<file path="src/rtl/config_loader.sv">
// Serial configuration loader: hunts for a sync word, then loads NUM_SLICES
// parity-protected 32-bit LUT words and writes each one to its slice.
module config_loader #(
  parameter int          NUM_SLICES = 8,
  parameter logic [7:0]  SYNC_WORD  = 8'hA5
) (
  input  logic        CLK,
  input  logic        RST,
  input  logic        cfg_start,
  input  logic        cfg_din,
  input  logic        cfg_valid,
  output logic        cfg_ready,
  output logic [3:0]  lut_addr,
  output logic [31:0] lut_data,
  output logic        lut_we,
  output logic        en,
  output logic        busy,
  output logic        done,
  output logic        err
);

  // state   | meaning
  // IDLE    | waiting for cfg_start after reset
  // SYNC    | sliding search for SYNC_WORD
  // DATA    | shifting in 32 data bits of the current word
  // PAR     | checking the even-parity bit of the current word
  // WRITE   | one-cycle LUT write strobe
  // DONE    | all slices loaded, slices enabled
  // ERROR   | parity failure, slices disabled
  typedef enum logic [2:0] {
    S_IDLE, S_SYNC, S_DATA, S_PAR, S_WRITE, S_DONE, S_ERROR
  } state_t;

  localparam logic [3:0] LAST_SLICE = 4'(NUM_SLICES - 1);

  state_t      state, state_nxt;
  logic [7:0]  sync_sr;
  logic [31:0] data_sr;
  logic [4:0]  bit_cnt;
  logic [3:0]  slice_cnt;
  logic        take;
  logic        sync_hit;
  logic        par_ok;
  logic        last_slice;

  // A restart wins over any bit presented in the same cycle.
  assign take       = cfg_valid && cfg_ready && !cfg_start;
  assign sync_hit   = ({sync_sr[6:0], cfg_din} == SYNC_WORD);
  assign par_ok     = ~(^data_sr ^ cfg_din);
  assign last_slice = (slice_cnt == LAST_SLICE);

  always_ff @(posedge CLK or posedge RST) begin
    if (RST) state <= S_IDLE;
    else     state <= state_nxt;
  end

  always_comb begin
    state_nxt = state;
    if (cfg_start) begin
      state_nxt = S_SYNC;
    end else begin
      unique case (state)
        S_SYNC:  if (take && sync_hit) state_nxt = S_DATA;
        S_DATA:  if (take && bit_cnt == 5'd31) state_nxt = S_PAR;
        S_PAR:   if (take) state_nxt = par_ok ? S_WRITE : S_ERROR;
        S_WRITE: state_nxt = last_slice ? S_DONE : S_DATA;
        default: state_nxt = state;
      endcase
    end
  end

  always_comb begin
    cfg_ready = 1'b0;
    busy      = 1'b0;
    lut_we    = 1'b0;
    done      = 1'b0;
    en        = 1'b0;
    err       = 1'b0;
    unique case (state)
      S_SYNC, S_DATA, S_PAR: begin
        cfg_ready = 1'b1;
        busy      = 1'b1;
      end
      S_WRITE: begin
        busy   = 1'b1;
        lut_we = 1'b1;
      end
      S_DONE: begin
        done = 1'b1;
        en   = 1'b1;
      end
      S_ERROR: err = 1'b1;
      default: ;
    endcase
  end

  // Write address/data are captured as the parity bit passes so they are
  // already valid during the WRITE cycle and then simply hold.
  always_ff @(posedge CLK or posedge RST) begin
    if (RST) begin
      sync_sr   <= '0;
      data_sr   <= '0;
      bit_cnt   <= '0;
      slice_cnt <= '0;
      lut_addr  <= '0;
      lut_data  <= '0;
    end else if (cfg_start) begin
      sync_sr   <= '0;
      data_sr   <= '0;
      bit_cnt   <= '0;
      slice_cnt <= '0;
    end else begin
      unique case (state)
        S_SYNC: if (take) sync_sr <= {sync_sr[6:0], cfg_din};
        S_DATA: if (take) begin
          data_sr <= {data_sr[30:0], cfg_din};
          bit_cnt <= bit_cnt + 5'd1;
        end
        S_PAR: if (take && par_ok) begin
          lut_addr <= slice_cnt;
          lut_data <= data_sr;
        end
        S_WRITE: if (!last_slice) slice_cnt <= slice_cnt + 4'd1;
        default: ;
      endcase
    end
  end

endmodule

</file>
<file path="config.mk">
export PLATFORM = sky130hd
export DESIGN_NAME = config_loader
export DESIGN_NICKNAME = d
export VERILOG_FILES = /design/src/rtl/config_loader.sv
export SDC_FILE = /design/constraint.sdc
export NUM_CORES = 1
export LEC_CHECK = 0
export ABC_AREA = 0
export BUFFER_PORTS_ARGS = -buffer_cell sky130_fd_sc_hd__buf_4
export CORE_ASPECT_RATIO = 0.75
export CORE_MARGIN = 3
export CORE_UTILIZATION = 45
export CTS_CLUSTER_SIZE = 16
export DETAILED_ROUTE_END_ITERATION = 12
export PLACE_DENSITY = 0.63
export SETUP_SLACK_MARGIN = 0.5
export SLEW_MARGIN = 10
export SYNTH_ARGS = -nofsm -noshare
export SYNTH_HDL_FRONTEND = slang
export SYNTH_SLANG_ARGS = --single-unit
</file>
<file path="constraint.sdc">
create_clock -name CLK -period 3.4 [get_ports CLK]
set_input_delay 0.68 -clock CLK [delete_from_list [all_inputs] [get_ports CLK]]
set_output_delay 0.68 -clock CLK [all_outputs]
set_load 0.02 [all_outputs]
</file>
**Word-level counts from Yosys, hierarchy flattened**

Cells that the tools add are included.

- Register bits after elaboration: 87
- Input bits: 5
- Output and inout port bits: 42
- Word-level logic and storage cells: 68

- Add/subtract/negate cells: 2
- Eq/ne operators: 13
- Mux-type cells: 24
- Bitwise operators: 3
- Reduce and logical (&&, ||, !) cells: 19

Operator list:

| operator | number |
|---|---|
| 2-to-1 mux 32 bit | 3 |
| XOR reduction 32 bit | 1 |
| 2-to-1 mux 7 bit | 3 |
| 2-to-1 mux 3 bit | 5 |
| 2-to-1 mux 5 bit | 3 |
| 2-to-1 mux 4 bit | 3 |
| case mux 3 bit (4 select lines) | 1 |
| equality test 3 bit, second input constant | 3 |
| inequality test 3 bit, second input constant | 3 |
| equality test 8 bit, second input constant | 1 |
| nonzero test 2 bit | 4 |
| equality test 3 x 2 -> 1 bit, second input constant | 2 |
| AND reduction 2 bit | 3 |
| adder 5 x 1 -> 5 bit, second input constant | 1 |
| equality test 5 bit, second input constant | 1 |
| logical AND 1 bit | 5 |
| 2-to-1 mux 1 bit | 5 |
| nonzero test 5 bit | 1 |
| adder 4 x 1 -> 4 bit, second input constant | 1 |
| equality test 4 x 3 -> 1 bit, second input constant | 1 |
| AND reduction 4 bit | 1 |
| OR reduction 4 bit | 1 |
| equality test 3 x 1 -> 1 bit, second input constant | 1 |
| AND reduction 3 bit | 1 |
| 6 further kinds | 7 |

**Depth between registers and ports, before layout**

Gate-level depths: netlist of the first run.

- Word-level depth: 9
- Depth in mapped cells: 8
- Gate-level depth less buffers: 8

**Worst setup path before layout of the first run**

OpenSTA, ideal clock, no wires.

- Path kind: input -> register
- From: in cfg_din
- To: reg lut_data[10]
- Arrival time: 2460 ps
- Required time: 3275 ps
- Path slack: 815 ps
- Stages: 7
- Path buffers: 1
- Path through: xnor2_1 > xnor2_1 > xnor2_1 > xnor3_2 > mux2i_4 > buf_8 > mux2_2

- Word-level cells in the longest chain between the ends: 4

RTL lines:

| item | RTL line | RTL |
|---|---|---|
| start, declared | 10 | `input logic cfg_din,` |
| XOR 1 bit | 49 | `assign par_ok = ~(^data_sr ^ cfg_din);` |
| inverter 1 bit | 49 |  |
| logical AND 1 bit | 119 | `S_PAR: if (take && par_ok) begin` |
| AND reduction 3 bit (no line) | - |  |
| end signal, assigned | 121 | `lut_data <= data_sr;` |
| end, declared | 14 | `output logic [31:0] lut_data,` |

No other way between the ends.
A chain may end at the register's enable or synchronous reset.

**Worst setup path after layout of the first run**

- From: reg data_sr[27]
- To: reg lut_data[19]

- Word-level cells in the longest chain between the ends: 5

RTL lines:

| item | RTL line | RTL |
|---|---|---|
| start, declared | 38 | `logic [31:0] data_sr;` |
| start signal, assigned | 116 | `data_sr <= {data_sr[30:0], cfg_din};` |
| XOR reduction 32 bit | 49 |  |
| XOR 1 bit | 49 |  |
| inverter 1 bit | 49 |  |
| logical AND 1 bit | 119 |  |
| AND reduction 3 bit (no line) | - |  |

No other way between the ends.

==> results of run 1 <==
==> state kept, by name, summed over array words and instances (netlist names) <==
signal and flops:
lut_addr 4, sync_sr 7, data_sr 32, state 3
bit_cnt 5, lut_data 32, slice_cnt 4
==> path summary, 6_finish.rpt <==
check,depth (start not counted),endpoint,slack [ns]
setup / recovery,7,lut_data[19]$_DFFE_PP0P_,0.89
hold / removal,1,lut_data[9]$_DFFE_PP0P_,0.49
setup reg to reg,7,lut_data[19]$_DFFE_PP0P_,0.89
hold reg to reg,1,lut_data[9]$_DFFE_PP0P_,0.49
max in group asynchronous,3,data_sr[8]$_DFFE_PP0P_,2.14
min in group asynchronous,2,data_sr[19]$_DFFE_PP0P_,0.56
==> cells by family (layout without fill, tap and decap cells) <==
kind of cell,after synthesis,in the layout,share of synthesized area [%]
and+or+nand+nor,110,110,11.7
DFF,87,87,55.9
AOI/OAI and AO/OA,48,48,6.55
muxes,45,45,13.0
xor gates and xnor gates,35,35,8.61
buffers and inverters,24,71,3.28
adders and majority gates,3,3,0.963
==> synth_stat cells <==
master / n / share of area, %
a21o_1: 1 / 0.19
a21oi_1: 39 / 5.0
a221o_1: 1 / 0.26
and2_1: 1 / 0.16
and3_1: 1 / 0.16
buf_4: 1 / 0.19
buf_8: 3 / 1.2
clkbuf_1: 16 / 1.5
dfrtp_1: 87 / 56
ha_1: 3 / 0.96
inv_1: 4 / 0.39
mux2_1: 1 / 0.29
mux2_2: 35 / 10
mux2i_1: 8 / 2.1
mux2i_4: 1 / 0.58
nand2_1: 75 / 7.2
nand2b_1: 3 / 0.48
nand3_1: 2 / 0.26
nand4_1: 1 / 0.16
nand4b_1: 1 / 0.22
nor2_1: 18 / 1.7
nor3_1: 3 / 0.39
nor3b_1: 3 / 0.58
nor4_1: 1 / 0.16
o2111ai_1: 1 / 0.22
o21ai_0: 5 / 0.64
o22a_1: 1 / 0.22
or3_1: 1 / 0.16
xnor2_1: 28 / 6.3
xnor3_1: 1 / 0.58
xnor3_2: 1 / 0.61
xor2_1: 5 / 1.1
==> layout make-up <==
| class | count | area, µm² | share of cell area, % |
|---|---|---|---|
| clock buffer | 11 | 233 | 5.06 |
| multi-input combinational | 241 | 1590 | 34.6 |
| sequential | 87 | 2180 | 47.3 |
| timing repair buffer | 52 | 403 | 8.75 |
| clock inverter | 4 | 47.5 | 1.03 |
| inverter | 4 | 18.8 | 0.408 |
| tap | 105 | 131 | 2.85 |
==> stage by stage <==
stage / instance area (µm²) / power [mW]
2_1_floorplan: 3900 / 1.10
3_3_place_gp: 4320 / 1.11
3_5_place_dp: 4320 / 1.12
4_1_cts: 4600 / 2.07
5_1_grt: 4600 / 2.11
6_report: 4600 / 2.03
==> per-layer routing <==
layer	track usage (%)	part of all wire (%)
met1	22.7	49
met2	24.3	46
met3	4.75	3.7
met4	6.11	1.5
met5	0	0
==> where the power goes <==
| part | internal (mW) | switching (mW) |
|---|---|---|
| clock | 0.563 | 0.375 |
| sequential | 1.04 | 0.00145 |
| combinational | 0.0153 | 0.0392 |
==> critical path, cell delays in order (launching register included) <==
cell and delay, ns:
dfrtp_1 0.42, xor2_1 0.19, xnor2_1 0.15, xnor2_1 0.30
xnor3_2 0.46, mux2i_4 0.19, buf_4 0.29, mux2_2 0.37
==> summary.md, run 1 <==
| Metric | Value |
|---|---|
| P_leak | `around 2.2 nW` |
| Clk_lat worst skew | `roughly 0.33 ns` |
| Rel. slew slack | `about a third` |
| CTS Buf Count | `9` |
| CP max FO | `20` |
| Commonest non-fill, non-tap cell in the layout | `dfrtp_1` |
| Cell Rows | `28` |
| Fill cell count | `726` |
| Drt wl/cell | `roughly 14 µm` |
| Final WL | `slightly above 7000 µm` |
| Postcts setup bufs | `0` |
| Status | `completed` |
| # hold bufs at CTS | `0` |
| Yosys warning total | `0` |
| Syn avg cell area | `11.1 µm²` |
| Crit end category | `flip-flop` |
| First-pass GRT wire length | `12,500 µm` |
| Share of cells above drive strength 1 | `25.8%` |
| Fin crit period | `2.51 ns` |
| Worst Tran Pin Value | `0.968 ns` |
| Cells after synthesis | `352` |
| Crit path DAT | `2.72 ns` |
| Worst setup path start | `data_sr[27]$_DFFE_PP0P_` |
| Largest net degree at the start of global routing | `54` |
| Clock Path Buffers | `2` |
| CTS clk-pin slew, worst paths | `roughly 0.06 ns` |
| Die height | `86.6 µm` |
| Most frequent cells in the layout | `dfrtp_1 (87), nand2_1 (75), buf_4 (51), a21oi_1 (39), mux2_2 (35)` |
| H-tree levels | `3` |
| Worst VDD drop | `roughly 0.36 mV` |
| RR Startpoint | `data_sr[27]$_DFFE_PP0P_` |
| Critical path type | `reg2reg` |
| MaxCap Viol Count | `0` |
| Final RePlAce weighted congestion | `around 0.79` |
| Number of buffers added on ports | `46` |
| Fmax | `0.399 GHz` |
| Clock tree from TritonCTS | `yes` |
| DRC | `0` |
| Total Neg Setup Slack | `0 ns` |
| Yosys cell types | `32` |
| Final WS setup | `a little under 0.9 ns` |
| Tot GR Track Use | `between 15 and 20%` |
| Total vias in the final route | `2,538` |
| Root buffer cell | `clkbuf_16` |
| Final HPWL DP | `4760 µm` |
| Final Net Count | `between 400 and 500` |
| Starting Density | `47.7%` |
| Synthesized area | `0.00390 mm²` |
| Boundary pin count | `47` |
| Post-synthesis sequential area ratio | `55.9%` |
| Initial antenna violation count | `0` |
| Worst-case clock skew | `around 0.0085 ns` |
| Core ar. | `0.00816 mm²` |
| Non-Filler Instances | `504` |
| Data required, critical path | `3.61 ns` |
| Worst hold-check path type | `reg2reg` |
| Startpoint Class | `flip-flop` |
| Placed Cells incl. Taps | `around 490` |
| First drt pass iteration count | `4` |
| Hold Vio Cnt, Final | `0` |
| RSZ-0062 raised after global routing | `no` |
| Pins Over Slew Limit | `0` |
| Grt ovf | `0` |
| Final setup vio count | `0` |
| Post-route antenna net violation count | `0` |
| Area Overhead vs Synth | `18.1%` |
| Vias/cell | `5.04` |
| Yosys reg bits | `87` |
| Die width | `113 µm` |
| DIE AREA | `slightly below 0.01 mm²` |
| DR iter-0 viols | `150` |
| Hold path start | `lut_data[9]$_DFFE_PP0P_` |
| Period Utilization, post-route | `73.8%` |
| Sink Count | `between 80 and 90` |
| Net Count, Synth | `360` |
| CTS resizes | `0` |
| DP Worst Slack | `0.610 ns` |
| Diode count | `0` |
| WHS | `0.490 ns` |
| P per Cell Area | `approximately 440 mW/mm²` |
| Number of global-route vias before repair | `2,505` |
| Final core occ | `56.4%` |
Note: power is estimated with default switching activity, not from simulation.
==> run 2: changes to the inputs <==
==> constraint.sdc (replaced) <==
create_clock -name CLK -period 2.5 [get_ports CLK]
set_input_delay 0.5 -clock CLK [delete_from_list [all_inputs] [get_ports CLK]]
set_output_delay 0.5 -clock CLK [all_outputs]
set_load 0.02 [all_outputs]
==> summary.md, run 2 (synthesized netlist as in run 1, its figures left out) <==
| Metric | Value |
|---|---|
| Boundary pin count | `47 (unchanged)` |
| CTS Buf Count | `9 (unchanged)` |
| Final WL | `7790 µm (+7.9%)` |
| Startpoint Class | `flip-flop` |
| Diode count | `0 (unchanged)` |
| RR Startpoint | `data_sr[20]$_DFFE_PP0P_` |
| Fin crit period | `2.40 ns (-0.105 ns)` |
| Worst setup path start | `data_sr[20]$_DFFE_PP0P_` |
| DP Worst Slack | `0.117 ns (-0.493 ns)` |
| Number of global-route vias before repair | `2,592 (+3.5%)` |
| Sink Count | `87 (unchanged)` |
| Final WS setup | `0.0973 ns (-0.795 ns)` |
| Starting Density | `47.7% (unchanged)` |
| Fill cell count | `684 (-5.8%)` |
| Share of cells above drive strength 1 | `33.6% (+7.8 points)` |
| First drt pass iteration count | `7 (+3)` |
| Period Utilization, post-route | `96.1% (+22 points)` |
| P_leak | `2.35 nW (+8.6%)` |
| Final HPWL DP | `4600 µm (-3.3%)` |
| Grt ovf | `0 (unchanged)` |
| MaxCap Viol Count | `0 (unchanged)` |
| Storage cell area | `0.00218 mm² (+0.29%)` |
| Final Net Count | `425 (+5.5%)` |
| DR iter-0 viols | `164 (+9.3%)` |
| Post-route antenna net violation count | `0 (unchanged)` |
| Final setup vio count | `0 (unchanged)` |
| Worst-case clock skew | `0.00520 ns (-0.00334 ns)` |
| DIE AREA | `0.00982 mm² (unchanged)` |
| Root buffer cell | `clkbuf_16` |
| Clk_lat worst skew | `0.33 ns (about the same)` |
| Core ar. | `0.00816 mm² (unchanged)` |
| Most frequent cells in the layout | `dfrtp_1 (82), nand2_1 (75), buf_4 (66), a21oi_1 (39), mux2_2 (27)` |
| Final RePlAce weighted congestion | `0.765 (-3.2%)` |
| Worst hold-check path type | `in2async` |
| Number of buffers added on ports | `46 (unchanged)` |
| Largest net degree at the start of global routing | `88 (+63%)` |
| Crit path DAT | `2.62 ns (-0.10 ns)` |
| Commonest non-fill, non-tap cell in the layout | `dfrtp_1` |
| Vias/cell | `5.09 (+1.1%)` |
| WHS | `0.280 ns (-0.210 ns)` |
| DRC | `0 (unchanged)` |
| Crit end category | `flip-flop` |
| Critical path type | `reg2reg` |
| CP max FO | `9 (-55%)` |
| Hold Vio Cnt, Final | `0 (unchanged)` |
| First-pass GRT wire length | `13,100 µm (+4.9%)` |
| Cell Rows | `28 (unchanged)` |
| P per Cell Area | `598 mW/mm² (+35%)` |
| Worst Tran Pin Value | `0.544 ns (-0.424 ns)` |
| CTS clk-pin slew, worst paths | `0.06 ns (about the same)` |
| Pins Over Slew Limit | `0 (unchanged)` |
| Total vias in the final route | `2,683 (+5.7%)` |
| RSZ-0062 raised after global routing | `yes` |
| Clock tree from TritonCTS | `yes` |
| Largest regs | `data_sr x32, lut_data x32, sync_sr x7` |
| Rel. slew slack | `63.8% (+28 points)` |
| Total Neg Setup Slack | `0 ns (unchanged)` |
| Multi-input gate area | `0.00168 mm² (+5.7%)` |
| Die height | `86.6 µm (unchanged)` |
| Fmax | `0.416 GHz (+4.4%)` |
| Status | `completed` |
| Tot GR Track Use | `16.9% (+0.64 points)` |
| Initial antenna violation count | `0 (unchanged)` |
| Clock Path Buffers | `2 (unchanged)` |
| Die width | `113 µm (unchanged)` |
| Data required, critical path | `2.72 ns (-0.89 ns)` |
| Worst VDD drop | `0.352 mV (-1.2%)` |
| Area Overhead vs Synth | `28.9%` |
| Drt wl/cell | `14.8 µm (+3.2%)` |
| H-tree levels | `3 (unchanged)` |
| # hold bufs at CTS | `0 (unchanged)` |
-- run 2: cell types whose count changed in the layout (fill, tap and decap cells not counted), moves of 3 or more --
cell	delta
buf_12	+3
buf_4	+15
dfrtp_1	-5
dfrtp_2	+5
mux2_2	-8
mux2_4	+8
xnor2_1	-7
xnor2_2	+7
-- run 2: power by group --
part	total (mW)	internal, mW	switching, mW	leakage (nW)
combinational	0.0815	0.0261	0.0554	0.988
clock	1.51	0.979	0.530	0.160
sequential	1.41	1.41	0.00197	1.20
-- run 2: repair_timing --
| item | 4_1_cts | 5_1_grt |
|---|---|---|
| endpoints found under the hold margin | 0 | 0 |
| setup endpoints to repair | 37 | 59 |
| resized for setup | 4 | 23 |
| pin swaps | 0 | 2 |
| cloned | 2 | 1 |
| buffers inserted | 13 | 2 |
-- run 2: final timing paths --
path	slack (ns)	to	depth (start not counted)
max in group asynchronous	1.84	data_sr[20]$_DFFE_PP0P_	3
min in group CLK	0.50	lut_data[9]$_DFFE_PP0P_	1
setup reg to reg	0.1	lut_data[5]$_DFFE_PP0P_	8
setup / recovery	0.1	lut_data[5]$_DFFE_PP0P_	8
hold reg to reg	0.50	lut_data[9]$_DFFE_PP0P_	1
hold / removal	0.28	sync_sr[3]$_DFFE_PP0P_	3
-- run 2: final cells by class --
type                    instances  share of cell area (%)
inverters                       4                   0.374
clock inverters                 5                    2.12
flip-flops and latches         87                    43.5
well taps                     105                    2.62
repair buffers                 74                    13.3
multi-input cells             241                    33.5
clock buffers                  11                    4.63
-- run 2: critical path, cell delays in order (launching register included) --
cell and delay, ns:
dfrtp_2 0.43, xnor2_2 0.22, xnor2_2 0.15, xnor2_1 0.14, xnor3_2 0.48, mux2i_4 0.23, buf_12 0.16, buf_12 0.13
mux2_2 0.34
-- run 2: per-layer routing --
metal	part of all wire, %	vias up	global-route usage (%)
li1	-	1309	-
met1	48	1303	23.9
met2	46	60	25.7
met3	4.5	11	4.54
met4	1.2	0	5.46
met5	0	-	0
-- run 2: per-stage QoR --
stage / total power, mW / instances / util [%] / instance area (µm²)
2_1_floorplan: 1.49 / 352 / - / 3900
3_3_place_gp: 1.52 / 493 / 53.6 / 4380
3_5_place_dp: 1.52 / 493 / 53.6 / 4380
4_1_cts: 3.03 / 524 / 59.9 / 4890
5_1_grt: 3.11 / 527 / 61.5 / 5020
6_report: 3.00 / 527 / 61.5 / 5020
==> run 3: changes to the inputs <==
--- a/config.mk
+++ b/config.mk
@@ -7,7 +7,6 @@
 export LEC_CHECK = 0
 export ABC_AREA = 0
 export BUFFER_PORTS_ARGS = -buffer_cell sky130_fd_sc_hd__buf_4
-export CORE_ASPECT_RATIO = 0.75
 export CORE_MARGIN = 3
 export CORE_UTILIZATION = 45
 export CTS_CLUSTER_SIZE = 16
==> summary.md, run 3 (synthesized netlist as in run 1, its figures left out) <==
| Metric | Value |
|---|---|
| Boundary pin count | `47 (unchanged)` |
| Total power draw | `2.41 mW (-20%)` |
| First drt pass iteration count | `4 (-3)` |
| Total vias in the final route | `2,696 (+0.48%)` |
| Drt wl/cell | `15.0 µm (+1.7%)` |
| Final Net Count | `422 (-0.71%)` |
| CTS clk-pin slew, worst paths | `0.08 ns (+0.02 ns)` |
| Largest regs | `data_sr x32, lut_data x32, sync_sr x7` |
| CP max FO | `8 (-1)` |
| Sink Count | `87 (unchanged)` |
| DRC | `0 (unchanged)` |
| Startpoint Class | `flip-flop` |
| Worst VDD drop | `0.362 mV (+2.7%)` |
| Number of global-route vias before repair | `2,713 (+4.7%)` |
| Worst-case clock skew | `0.0108 ns (+0.00562 ns)` |
| Total Neg Setup Slack | `0 ns (unchanged)` |
| DIE AREA | `0.00981 mm² (-0.12%)` |
| Fmax | `0.421 GHz (+1.2%)` |
| Die width | `99.1 µm (-13%)` |
| Vias/cell | `5.15 (+1.3%)` |
| Cell Rows | `33 (+18%)` |
| Core ar. | `0.00830 mm² (+1.7%)` |
| R2R cell count | `8 (unchanged)` |
| DP Worst Slack | `0.0926 ns (-0.0245 ns)` |
| RSZ-0062 raised after global routing | `yes` |
| Rel. slew slack | `56.6% (-7.1 points)` |
| Share of cells above drive strength 1 | `34.0% (+0.32 points)` |
| Area Overhead vs Synth | `26.5%` |
| Worst hold-check path type | `in2async` |
| Largest net degree at the start of global routing | `53 (-40%)` |
| Status | `completed` |
| P per Cell Area | `489 mW/mm² (-18%)` |
| Final setup vio count | `0 (unchanged)` |
| First-pass GRT wire length | `13,300 µm (+1.5%)` |
| Commonest non-fill, non-tap cell in the layout | `dfrtp_1` |
| Final HPWL DP | `4800 µm (+4.4%)` |
| Final RePlAce weighted congestion | `0.756 (-1.2%)` |
| Root buffer cell | `clkbuf_8` |
| # hold bufs at CTS | `0 (unchanged)` |
| H-tree levels | `3 (unchanged)` |
| Reg2reg setup slack | `0.13 ns (+0.03 ns)` |
| MaxCap Viol Count | `0 (unchanged)` |
| Reg2reg end | `lut_data[4]$_DFFE_PP0P_` |
| P_leak | `2.30 nW (-2.2%)` |
| Starting Density | `46.9% (-0.78 points)` |
| Clk_lat worst skew | `0.35 ns (+0.02 ns)` |
| Hold Vio Cnt, Final | `0 (unchanged)` |
| Post-route antenna net violation count | `0 (unchanged)` |
| Crit path DAT | `2.61 ns (about the same)` |
| Diode count | `0 (unchanged)` |
| Period Utilization, post-route | `95.0% (-1.2 points)` |
| CTS Buf Count | `9 (unchanged)` |
| Number of buffers added on ports | `46 (unchanged)` |
| Final WS setup | `0.126 ns (+0.0288 ns)` |
| Initial antenna violation count | `0 (unchanged)` |
| Critical path type | `reg2reg` |
| DR iter-0 viols | `117 (-29%)` |
| Final WL | `7860 µm (+0.94%)` |
| Crit end category | `flip-flop` |
| Pins Over Slew Limit | `0 (unchanged)` |
| Clock Path Buffers | `2 (unchanged)` |
| Die height | `99.1 µm (+14%)` |
| Clock tree from TritonCTS | `yes` |
| Most frequent cells in the layout | `dfrtp_1 (82), nand2_1 (75), buf_4 (62), a21oi_1 (39), mux2_4 (26)` |
| Tot GR Track Use | `16.9% (-0.067 points)` |
| Fill cell count | `696 (+1.8%)` |
| Data required, critical path | `2.73 ns (about the same)` |
| Multi-input gate area | `0.00177 mm² (+4.9%)` |
| Fin crit period | `2.37 ns (-0.0288 ns)` |
| Storage cell area | `0.00218 mm² (unchanged)` |
| RR Startpoint | `data_sr[17]$_DFFE_PP0P_` |
| Final core occ | `59.4% (-2.1 points)` |
| Worst Tran Pin Value | `0.649 ns (+0.106 ns)` |
| Grt ovf | `0 (unchanged)` |
[run 3: cell types whose count changed in the layout (fill, tap and decap cells not counted), sizes merged]
cell,before,now
buf,73,70
bufinv,3,0
clkbuf,12,14
clkinvlp,2,1
inv,3,4
[run 3: layout make-up]
class | count | share of cell area [%]
flip-flops and latches | 87 | 44.3
inverters | 4 | 0.381
repair buffers | 71 | 13.1
clock inverters | 2 | 0.279
clock buffers | 13 | 3.43
multi-input cells | 241 | 35.8
well taps | 105 | 2.66
[run 3: worst max-delay path, cell delays in order (launching register included)]
cell	delay (ns)
dfrtp_1	0.46
xnor2_2	0.19
xnor2_2	0.22
xnor2_2	0.15
xnor3_2	0.39
mux2i_4	0.24
buf_12	0.17
buf_12	0.15
mux2_4	0.30
[run 3: worst max path at each step]
stage          slack (ns)                        to                     from  cells past startpoint
2_1_floorplan        0.19  lut_data[10]$_DFFE_PP0P_  data_sr[29]$_DFFE_PP0P_                      7
5_1_grt              0.07   lut_data[7]$_DFFE_PP0P_   data_sr[7]$_DFFE_PP0P_                      8
3_3_place_gp         0.15  lut_data[19]$_DFFE_PP0P_                  cfg_din                      8
6_report             0.13   lut_data[4]$_DFFE_PP0P_  data_sr[17]$_DFFE_PP0P_                      8
4_1_cts              0.14   lut_addr[1]$_DFFE_PP0P_   data_sr[0]$_DFFE_PP0P_                      8
3_5_place_dp         0.09  lut_data[20]$_DFFE_PP0P_                  cfg_din                      8
[run 3: what timing repair did]
action                     4_1_cts  5_1_grt
setup endpoints to repair       37       68
resized for setup               11       37
cloned                           2        1
pin swaps                        0       11
hold endpoints to repair         0        0
buffers inserted                10        2
[run 3: through the flow]
| stage | cells | hold slack (ns) | area [µm²] |
|---|---|---|---|
| 2_1_floorplan | 352 | 0.487 | 3900 |
| 3_3_place_gp | 493 | 0.483 | 4380 |
| 3_5_place_dp | 493 | 0.482 | 4380 |
| 4_1_cts | 520 | 0.243 | 4730 |
| 5_1_grt | 523 | 0.276 | 4930 |
| 6_report | 523 | 0.234 | 4930 |
[run 3: report_power, final]
part           switching, mW  internal [mW]
registers            0.00192           1.41
clock network          0.477          0.441
logic                 0.0561         0.0278
[run 3: per-layer routing]
metal / track usage [%] / vias to the layer above / part of all wire [%]
met1: 24.1 / 1341 / 47
met5: 0 / - / 0
li1: - / 1293 / -
met2: 25.1 / 50 / 47
met4: 7.04 / 0 / 1.8
met3: 3.47 / 12 / 3.9
